===== config.mk =====
export PLATFORM = sky130hd
export DESIGN_NAME = router_reg_param
export DESIGN_NICKNAME = d
export VERILOG_FILES = /design/src/rtl/router_reg_param.sv
export SDC_FILE = /design/constraint.sdc
export NUM_CORES = 1
export LEC_CHECK = 0
export ABC_AREA = 1
export CAP_MARGIN = 20
export CORE_MARGIN = 1.5
export CORE_UTILIZATION = 49
export DETAILED_ROUTE_END_ITERATION = 10
export PLACE_DENSITY = 0.75
export SYNTH_ARGS = -nofsm -noshare
export SYNTH_HDL_FRONTEND = slang
export SYNTH_SLANG_ARGS = --single-unit

===== constraint.sdc =====
create_clock -name clk -period 1.14 [get_ports clk]
set_input_delay 0.228 -clock clk [delete_from_list [all_inputs] [get_ports clk]]
set_output_delay 0.228 -clock clk [all_outputs]
set_load 0.005 [all_outputs]

===== src/rtl/router_reg_param.sv =====
// router_reg_param: datapath register block between the router FSM and the
// destination FIFOs. It latches the header, parks the byte that arrives while
// a FIFO is full, drives FIFO write data, and checks packet integrity. The
// integrity check is XOR parity or an additive checksum. It also checks the
// payload length against the header.
module router_reg_param #(
  parameter int DW          = 8,
  parameter int ADDR_W      = 2,
  parameter int PARITY_MODE = 0,
  parameter int CHK_LEN     = 1,
  parameter int STICKY_ERR  = 0
) (
  input  logic                 clk,
  input  logic                 resetn,
  input  logic                 pkt_valid,
  input  logic [DW-1:0]        data_in,
  input  logic                 fifo_full,
  input  logic                 rst_int_reg,
  input  logic                 detect_add,
  input  logic                 ld_state,
  input  logic                 laf_state,
  input  logic                 full_state,
  input  logic                 lfd_state,
  output logic                 parity_done,
  output logic                 low_pkt_valid,
  output logic                 err,
  output logic                 len_err,
  output logic [DW-1:0]        dout,
  output logic [DW-ADDR_W-1:0] byte_cnt
);

  localparam int            LW      = DW - ADDR_W;
  localparam logic [LW-1:0] CNT_MAX = '1;
  localparam logic [LW-1:0] CNT_ONE = LW'(1);

  logic [DW-1:0] r_header;
  logic [DW-1:0] r_hold;
  logic [DW-1:0] r_dout;
  logic [DW-1:0] r_chk;
  logic [DW-1:0] r_pkt_par;
  logic [LW-1:0] r_byte_cnt;
  logic          r_parity_done;
  logic          r_low_pkt_valid;
  logic          r_err;
  logic          r_len_err;

  logic          w_acc;
  logic          w_par_load;
  logic          w_err_next;
  logic          w_len_next;
  logic [DW-1:0] w_chk_next;

  // Integrity combine step: XOR parity or a checksum truncated to DW bits.
  function automatic logic [DW-1:0] chk_f(input logic [DW-1:0] a, input logic [DW-1:0] b);
    if (PARITY_MODE == 1) return a + b;
    else                  return a ^ b;
  endfunction

  // The byte parked while the FIFO is full is counted when it arrives.
  assign w_acc      = ld_state & pkt_valid & ~full_state;
  assign w_par_load = (ld_state & ~pkt_valid & ~fifo_full) |
                      (laf_state & r_low_pkt_valid & ~r_parity_done);
  assign w_err_next = r_parity_done & (r_chk != r_pkt_par);
  assign w_len_next = (CHK_LEN != 0) && r_parity_done &&
                      (r_byte_cnt != r_header[DW-1:ADDR_W]);

  // Next value of the running integrity accumulator.
  always_comb begin
    // NOTE: default first so every path assigns w_chk_next; otherwise a latch is inferred.
    w_chk_next = r_chk;
    if (detect_add)                    w_chk_next = '0;
    else if (lfd_state)                w_chk_next = chk_f(r_chk, r_header);
    else if (w_acc)                    w_chk_next = chk_f(r_chk, data_in);
    else if (~pkt_valid & rst_int_reg) w_chk_next = '0;
  end

  // Capture the header during address decode and the byte that meets a full FIFO.
  // NOTE: every register, including data holders, is cleared by the async reset so no stale packet survives it.
  always_ff @(posedge clk or negedge resetn) begin
    if (!resetn) begin
      r_header <= '0;
      r_hold   <= '0;
    end else begin
      // NOTE: non-blocking assignments keep all flops sampling pre-edge values.
      if (pkt_valid & detect_add)  r_header <= data_in;
      if (ld_state & fifo_full)    r_hold   <= data_in;
    end
  end

  // FIFO write data: header first, then live bytes, then the parked byte.
  always_ff @(posedge clk or negedge resetn) begin
    if (!resetn)                       r_dout <= '0;
    else if (lfd_state)                r_dout <= r_header;
    else if (ld_state & ~fifo_full)    r_dout <= data_in;
    else if (laf_state)                r_dout <= r_hold;
  end

  // Running integrity value and the packet's own parity byte.
  always_ff @(posedge clk or negedge resetn) begin
    if (!resetn) begin
      r_chk     <= '0;
      r_pkt_par <= '0;
    end else begin
      r_chk <= w_chk_next;
      if (w_par_load)                    r_pkt_par <= data_in;
      else if (~pkt_valid & rst_int_reg) r_pkt_par <= '0;
      else if (detect_add)               r_pkt_par <= '0;
    end
  end

  // Payload byte counter; saturates so an over-long packet never wraps.
  always_ff @(posedge clk or negedge resetn) begin
    if (!resetn)                              r_byte_cnt <= '0;
    else if (detect_add)                      r_byte_cnt <= '0;
    else if (w_acc && r_byte_cnt != CNT_MAX)  r_byte_cnt <= r_byte_cnt + CNT_ONE;
  end

  // Packet-end flags: parity byte seen, and source dropped pkt_valid mid-load.
  always_ff @(posedge clk or negedge resetn) begin
    if (!resetn) begin
      r_parity_done   <= 1'b0;
      r_low_pkt_valid <= 1'b0;
    end else begin
      if (w_par_load)      r_parity_done <= 1'b1;
      else if (detect_add) r_parity_done <= 1'b0;

      if (ld_state & ~pkt_valid) r_low_pkt_valid <= 1'b1;
      else if (rst_int_reg)      r_low_pkt_valid <= 1'b0;
    end
  end

  // Error flags, either live or held until the next address decode.
  always_ff @(posedge clk or negedge resetn) begin
    if (!resetn) begin
      r_err     <= 1'b0;
      r_len_err <= 1'b0;
    end else if (STICKY_ERR != 0) begin
      r_err     <= (r_err     | w_err_next) & ~detect_add;
      r_len_err <= (r_len_err | w_len_next) & ~detect_add;
    end else begin
      r_err     <= w_err_next;
      r_len_err <= w_len_next;
    end
  end

  assign dout          = r_dout;
  assign byte_cnt      = r_byte_cnt;
  assign parity_done   = r_parity_done;
  assign low_pkt_valid = r_low_pkt_valid;
  assign err           = r_err;
  assign len_err       = r_len_err;

endmodule


==> results of run 1 <==
cell families (layout without fill, tap and decap cells):
logic type | count (synthesis) | in the layout | share of synthesized area, %
adders and majority gates | 1 | 1 | 0.465
and+or+nand+nor | 233 | 233 | 34.9
DFF | 50 | 50 | 46.5
AOI/OAI and AO/OA | 36 | 36 | 7.07
buffers and inverters | 54 | 151 | 7.81
xor gates and xnor gates | 10 | 10 | 3.26
synth_stat cells:
library cell / instances
nand3_1: 30
nor2_2: 1
nand2_2: 2
o21ai_0: 27
nand3b_1: 1
xor2_1: 2
inv_1: 40
nand4_1: 2
a21oi_1: 1
nor2_4: 1
ha_1: 1
nand2_1: 177
inv_2: 4
clkinv_1: 1
clkbuf_1: 5
buf_2: 3
o22ai_1: 8
buf_4: 1
xnor2_1: 8
dfrtp_1: 50
and2_1: 1
nor2_1: 18
state kept, by name, summed over array words and instances, names as in the netlist:
name and flops:
byte_cnt 6, r_pkt_par 8, err 1, r_chk 8
parity_done 1, r_header 8, dout 8, len_err 1
low_pkt_valid 1, r_hold 8
metal layers:
layer	GRT usage [%]	wire, µm
met5	0	0
met4	7.82	90
met3	3.81	456
met2	42.5	3790
met1	36.3	3300
cell type report:
| class | count | area [µm²] | area share [%] |
|---|---|---|---|
| well taps | 70 | 87.6 | 2.22 |
| inverters | 45 | 176 | 4.47 |
| multi-input cells | 280 | 1400 | 35.5 |
| flip-flops and latches | 50 | 1250 | 31.7 |
| clock buffers | 5 | 68.8 | 1.74 |
| repair buffers | 98 | 941 | 23.9 |
| clock inverters | 3 | 18.8 | 0.476 |
worst max path at each step:
stage,from,end,slack (ns)
floorplan,byte_cnt[0]$_DFFE_PN0P_,byte_cnt[3]$_DFFE_PN0P_,-0.12
global placement,pkt_valid,byte_cnt[4]$_DFFE_PN0P_,-0.39
detailed placement,ld_state,dout[2]$_DFFE_PN0P_,-0.41
CTS,byte_cnt[1]$_DFFE_PN0P_,byte_cnt[3]$_DFFE_PN0P_,-0.13
global route,byte_cnt[1]$_DFFE_PN0P_,byte_cnt[1]$_DFFE_PN0P_,-0.22
finish,byte_cnt[0]$_DFFE_PN0P_,byte_cnt[1]$_DFFE_PN0P_,-0.13
where the power goes:
part           switching (µW)  leakage, µW  total, µW  internal, µW
combinational             632      0.00142       1260           631
clock                     619    0.0000483       1050           433
sequential                163     0.000642       2120          1960
worst min-delay path, delay by kind of cell:
kind | cells | cell delay (ns)
compound gates | 1 | 0.07
buf+inv | 2 | 0.30
what timing repair did:
action | 4_1_cts | 5_1_grt
endpoints found under the setup margin | 46 | 49
hold buffers | 1 | 0
pin swaps | 5 | 12
hold endpoints to repair | 50 | 0
setup buffers | 15 | 6
gates resized for setup | 64 | 54
gates cloned | 0 | 2
per-stage QoR:
| step | worst slack (ns) | area (µm²) | std cells | util, % |
|---|---|---|---|---|
| after floorplan | -0.121 | 2700 | 384 | - |
| after global placement | -0.389 | 3470 | 519 | 66.7 |
| after detailed placement | -0.408 | 3470 | 519 | 66.7 |
| after CTS | -0.128 | 3740 | 543 | 71.9 |
| after global routing | -0.221 | 3940 | 551 | 75.8 |
| final | -0.130 | 3940 | 551 | 75.8 |
==> reports/metrics.csv, run 1 <==
metric,value,unit
status,"complete, but fails checks",
failing checks,setup timing,
Cell variety after synth,22,
Post-Syn Nets,403,
"Avg Cell Area, Syn",7.01,µm²
initial antenna violation count,0,
Final Cycle Share,111,%
1st-pass router iterations,5,
CP startpoint kind,register,
Core ar.,0.00520,mm²
via count,2797,
Die Y,77.1,µm
"Slew Viols, Final",0,
setup TNS,-1.33,ns
post-DP HPWL,4970,µm
DRC viols,0,
Synth Register Bits,50,
Reg2Reg Setup Slack,-0.13,ns
TritonCTS Sinks,50,
worst skew pair latency,0.31,ns
CTS buffer count,5,
Max Freq,787,MHz
final net count,499,
Final WS setup,-0.130,ns
min-delay src,detect_add,
critical path's slowest cell,dfrtp_1,
"Reg clk slew, reported paths",0.08,ns
H-tree Lvls,2,
die area,0.00594,mm²
"Seq/Total Area, Yosys",46.5,%
Final ANT Viol Nets,0,
top-area cell type share of the netlist area,46.5,%
first-pass GRT wire length,12200,µm
Worst Hold Class,in2reg,
CTS tree,built,
largest net degree at the start of global routing,51,
Max stage delay on crit path,0.40,ns
post-DR vias/cell,5.08,
CP bufs+invs,2,
critical path's top delay family,simple AND/OR/NAND/NOR gates,
worst endpoint data arrival time,1.52,ns
most frequent cells in the layout,"nand2_1 (173), dfrtp_1 (50), buf_4 (40)",
Final min period,1.27,ns
Reg-to-Reg End,byte_cnt[1]$_DFFE_PN0P_,
Rel. slew slack,81.2,%
leak pwr,0.00212,µW
pwr/cell area,1130,mW/mm²
maximum VDD drop,0.760,mV
Least-Margin Pin Slew,0.282,ns
Max-Cap Viols,0,
Ports,36,
Cells after Synth,384,
Yosys top cell by area,dfrtp_1,
Worst Path Required,1.39,ns
Synth area leaders,"dfrtp_1 (47%), nand2_1 (25%), inv_1 (5.6%)",
synthesized area,0.00269,mm²
Setup Crit Path Kind,reg2reg,
clock buffer depth,2,
Row Count,26,
routability-driven placement congestion ratio,0.821,
worst-path fanout max,6,
Port Buffers,35,
"commonest non-fill, non-tap cell in the layout",nand2_1,
initial core utilization,51.7,%
grt total ovfl,0,
hold path cells,3,
hold endpoint,parity_done$_DFFE_PN0P_,
P&R area growth vs syn,46.6,%
Reg2Reg Launch Point,byte_cnt[0]$_DFFE_PN0P_,
RSZ-0062 raised after global routing,yes,
Routed wire per std cell,13.9,µm
diode count,0,
1st-iter DRT viols,329,
final wirelength,7630,µm
GRT Total Usage,26.2,%
CTS root buffer,clkbuf_8,
share of cells above drive strength 1,25.6,%
final hold vios,0,
synth warn,0,
Critical Path Most Common Cell,nand2_4,
cells along the critical path,"buf_4, ha_4, nand2_4, nor2_4, nand2_2, nand2_4, inv_4, nand3_1, nand2_1",
FILL cells,375,
Hold Worst Slack,0.346,ns
vias in the first global route,2614,
CP Capture Type,register,
Crit path depth,9,
final setup violation count,17,
die width,77.1,µm
Layout Skew,0.0129,ns
r2r worst-path depth,9,
Pwr Total,4440,µW
Power figures use the tool's default switching activity.
==> inputs of run 2 (changes only) <==
--- a/config.mk
+++ b/config.mk
@@ -6,6 +6,7 @@
 export NUM_CORES = 1
 export LEC_CHECK = 0
 export ABC_AREA = 1
+export ABC_CLOCK_PERIOD_IN_PS = 1140
 export CAP_MARGIN = 20
 export CORE_MARGIN = 1.5
 export CORE_UTILIZATION = 49
==> results of run 2 <==
Final layout, timing and power as in run 1 (identical DEF).
==> inputs of run 3 (changes only) <==
--- a/config.mk
+++ b/config.mk
@@ -11,6 +11,7 @@
 export CORE_MARGIN = 1.5
 export CORE_UTILIZATION = 49
 export DETAILED_ROUTE_END_ITERATION = 10
+export GPL_TIMING_DRIVEN = 0
 export PLACE_DENSITY = 0.75
 export SYNTH_ARGS = -nofsm -noshare
 export SYNTH_HDL_FRONTEND = slang
==> reports/metrics.csv, run 3 (synthesized netlist as in run 1, its figures left out) <==
metric,value,unit,change
1st-iter DRT viols,244,,was 329
share of cells above drive strength 1,23.1,%,was 25.6%
Worst Path Required,1.38,ns,was 1.39 ns
worst endpoint data arrival time,1.50,ns,was 1.52 ns
Core ar.,0.00520,mm²,unchanged
Max Freq,794,MHz,was 787 MHz
part of the power in combinational logic,25.5,%,was 28.4%
power share of the clock group,24.8,%,was 23.7%
clock buffer depth,2,,unchanged
Reg2Reg Launch Point,byte_cnt[0]$_DFFE_PN0P_,,unchanged
final setup violation count,9,,was 17
CTS root buffer,clkbuf_8,,unchanged
TritonCTS Sinks,50,,unchanged
CP Capture Type,register,,unchanged
largest net degree at the start of global routing,36,,was 51
hold endpoint,low_pkt_valid$_DFFE_PN0P_,,was parity_done$_DFFE_PN0P_
final net count,481,,was 499
die area,0.00594,mm²,unchanged
pwr/cell area,1160,mW/mm²,was 1130 mW/mm²
Least-Margin Pin Slew,0.500,ns,was 0.282 ns
register area,0.00126,mm²,was 0.00125 mm²
Setup Crit Path Kind,reg2reg,,unchanged
Worst Hold Class,in2reg,,unchanged
internal power,2970,µW,was 3020 µW
fin area,0.00366,mm²,was 0.00394 mm²
Seq pwr share,49.7,%,was 47.8%
Layout Skew,0.00838,ns,was 0.0129 ns
critical path's slowest cell,dfrtp_2,,was dfrtp_1
failing checks,setup timing,,unchanged
Final Cycle Share,111,%,about the same
grt total ovfl,0,,unchanged
CP bufs+invs,2,,unchanged
Rel. slew slack,66.7,%,was 81.2%
GRT Total Usage,25.8,%,was 26.2%
worst-path fanout max,6,,unchanged
Area after DPL,0.00314,mm²,was 0.00347 mm²
Routed wire per std cell,13.4,µm,was 13.9 µm
Row Count,26,,unchanged
"Slew Viols, Final",0,,unchanged
Critical Path Most Common Cell,nand2_4,,unchanged
post-DR vias/cell,5.08,,about the same
"Reg clk slew, reported paths",0.08,ns,about the same
DRC viols,0,,unchanged
switching portion of total power,30.3,%,was 31.9%
Final WS setup,-0.120,ns,was -0.130 ns
RSZ-0062 raised after global routing,yes,,unchanged
critical path's top delay family,flip-flops,,was simple AND/OR/NAND/NOR gates
initial core utilization,51.7,%,unchanged
initial antenna violation count,0,,unchanged
post-DP HPWL,4660,µm,was 4970 µm
Pwr Total,4270,µW,was 4440 µW
final wirelength,7140,µm,was 7630 µm
via count,2709,,"was 2,797"
cells along the critical path,"buf_6, ha_4, nand2_4, nor2_4, nand2_2, nand2_4, inv_6, nand3b_1, nand2_1",,"was buf_4, ha_4, nand2_4, nor2_4, nand2_2, nand2_4, inv_4, nand3_1, nand2_1"
Final min period,1.26,ns,was 1.27 ns
Die Y,77.1,µm,unchanged
r2r worst-path depth,9,,unchanged
CP startpoint kind,register,,unchanged
CTS tree,built,,unchanged
P&R area growth vs syn,36.2,%,was 46.6%
routability-driven placement congestion ratio,0.824,,was 0.821
Ports,36,,unchanged
hold path cells,3,,unchanged
CTS buffer count,5,,unchanged
Reg-to-Reg End,byte_cnt[3]$_DFFE_PN0P_,,was byte_cnt[1]$_DFFE_PN0P_
vias in the first global route,2619,,"was 2,614"
FILL cells,406,,was 375
Final ANT Viol Nets,0,,unchanged
P_sw,1290,µW,was 1410 µW
pre-CTS setup slack,-0.591,ns,was -0.408 ns
Max-Cap Viols,0,,unchanged
most frequent cells in the layout,"nand2_1 (170), dfrtp_1 (44), inv_1 (36)",,"was nand2_1 (173), dfrtp_1 (50), buf_4 (40)"
min-delay src,ld_state,,was detect_add
die width,77.1,µm,unchanged
leak pwr,0.00194,µW,was 0.00212 µW
"commonest non-fill, non-tap cell in the layout",nand2_1,,unchanged
1st-pass router iterations,6,,was 5
maximum VDD drop,0.734,mV,was 0.760 mV
worst skew pair latency,0.30,ns,was 0.31 ns
H-tree Lvls,2,,unchanged
final hold vios,0,,unchanged
area occupied by multi-input gates,0.00138,mm²,was 0.00140 mm²
Max stage delay on crit path,0.42,ns,was 0.40 ns
diode count,0,,unchanged
Reg2Reg Setup Slack,-0.12,ns,was -0.13 ns
Port Buffers,34,,was 35
first-pass GRT wire length,12200,µm,about the same
status,"complete, but fails checks",,unchanged
[run 3: worst max-delay path by stage]
| stage | cells after the start | to | slack (ns) | start |
|---|---|---|---|---|
| CTS | 9 | byte_cnt[3]$_DFFE_PN0P_ | -0.11 | byte_cnt[0]$_DFFE_PN0P_ |
| finish | 9 | byte_cnt[3]$_DFFE_PN0P_ | -0.12 | byte_cnt[0]$_DFFE_PN0P_ |
| floorplan | 8 | byte_cnt[3]$_DFFE_PN0P_ | -0.12 | byte_cnt[0]$_DFFE_PN0P_ |
| global route | 9 | byte_cnt[3]$_DFFE_PN0P_ | -0.19 | byte_cnt[0]$_DFFE_PN0P_ |
| detailed placement | 5 | r_chk[3]$_DFFE_PN0P_ | -0.59 | detect_add |
| global placement | 1 | byte_cnt[3]$_DFFE_PN0P_ | -1.57 | resetn |
[run 3: power groups by stage]
stage	logic (µW)	clock network (µW)	registers (µW)
finish	1090	1060	2120
global route	1230	1160	2150
CTS	1000	1080	2110
detailed placement	878	0	2160
global placement	848	0	2150
floorplan	514	0	2130
[run 3: per-stage QoR]
step | util, % | instances | hold slack [ns] | setup TNS [ns]
floorplan | - | 384 | -0.0676 | -0.566
global placement | 60.0 | 488 | 0.462 | -100.69
detailed placement | 60.3 | 489 | 0.174 | -23.20
CTS | 68.4 | 526 | 0.332 | -0.708
global route | 70.4 | 533 | 0.267 | -1.51
finish | 70.4 | 533 | 0.260 | -0.793
[run 3: repair_timing]
action / CTS / global route
hold buffers: 1 / 0
setup endpoints to repair: 65 / 52
buffers inserted: 28 / 7
gates resized for setup: 75 / 42
hold endpoints to repair: 15 / 0
pin swaps: 10 / 15
[run 3: cell type report]
| class | count | area share [%] |
|---|---|---|
| multi-input combinational | 280 | 37.5 |
| sequential | 50 | 34.4 |
| timing repair buffer | 71 | 16.6 |
| inverter | 45 | 4.92 |
| tap | 70 | 2.39 |
| clock buffer | 7 | 2.36 |
| buffer | 9 | 1.74 |
| clock inverter | 1 | 0.137 |
[run 3: tightest hold or removal path: stages]
cell and delay [ns]:
clkbuf_2 0.16, nand2_1 0.07, o21ai_0 0.06
[run 3: routing by layer]
layer	share of wire, %	GRT usage [%]
met4	2.8	8.00
met1	44	34.6
met5	0	0
met3	6.3	4.29
met2	47	42.8
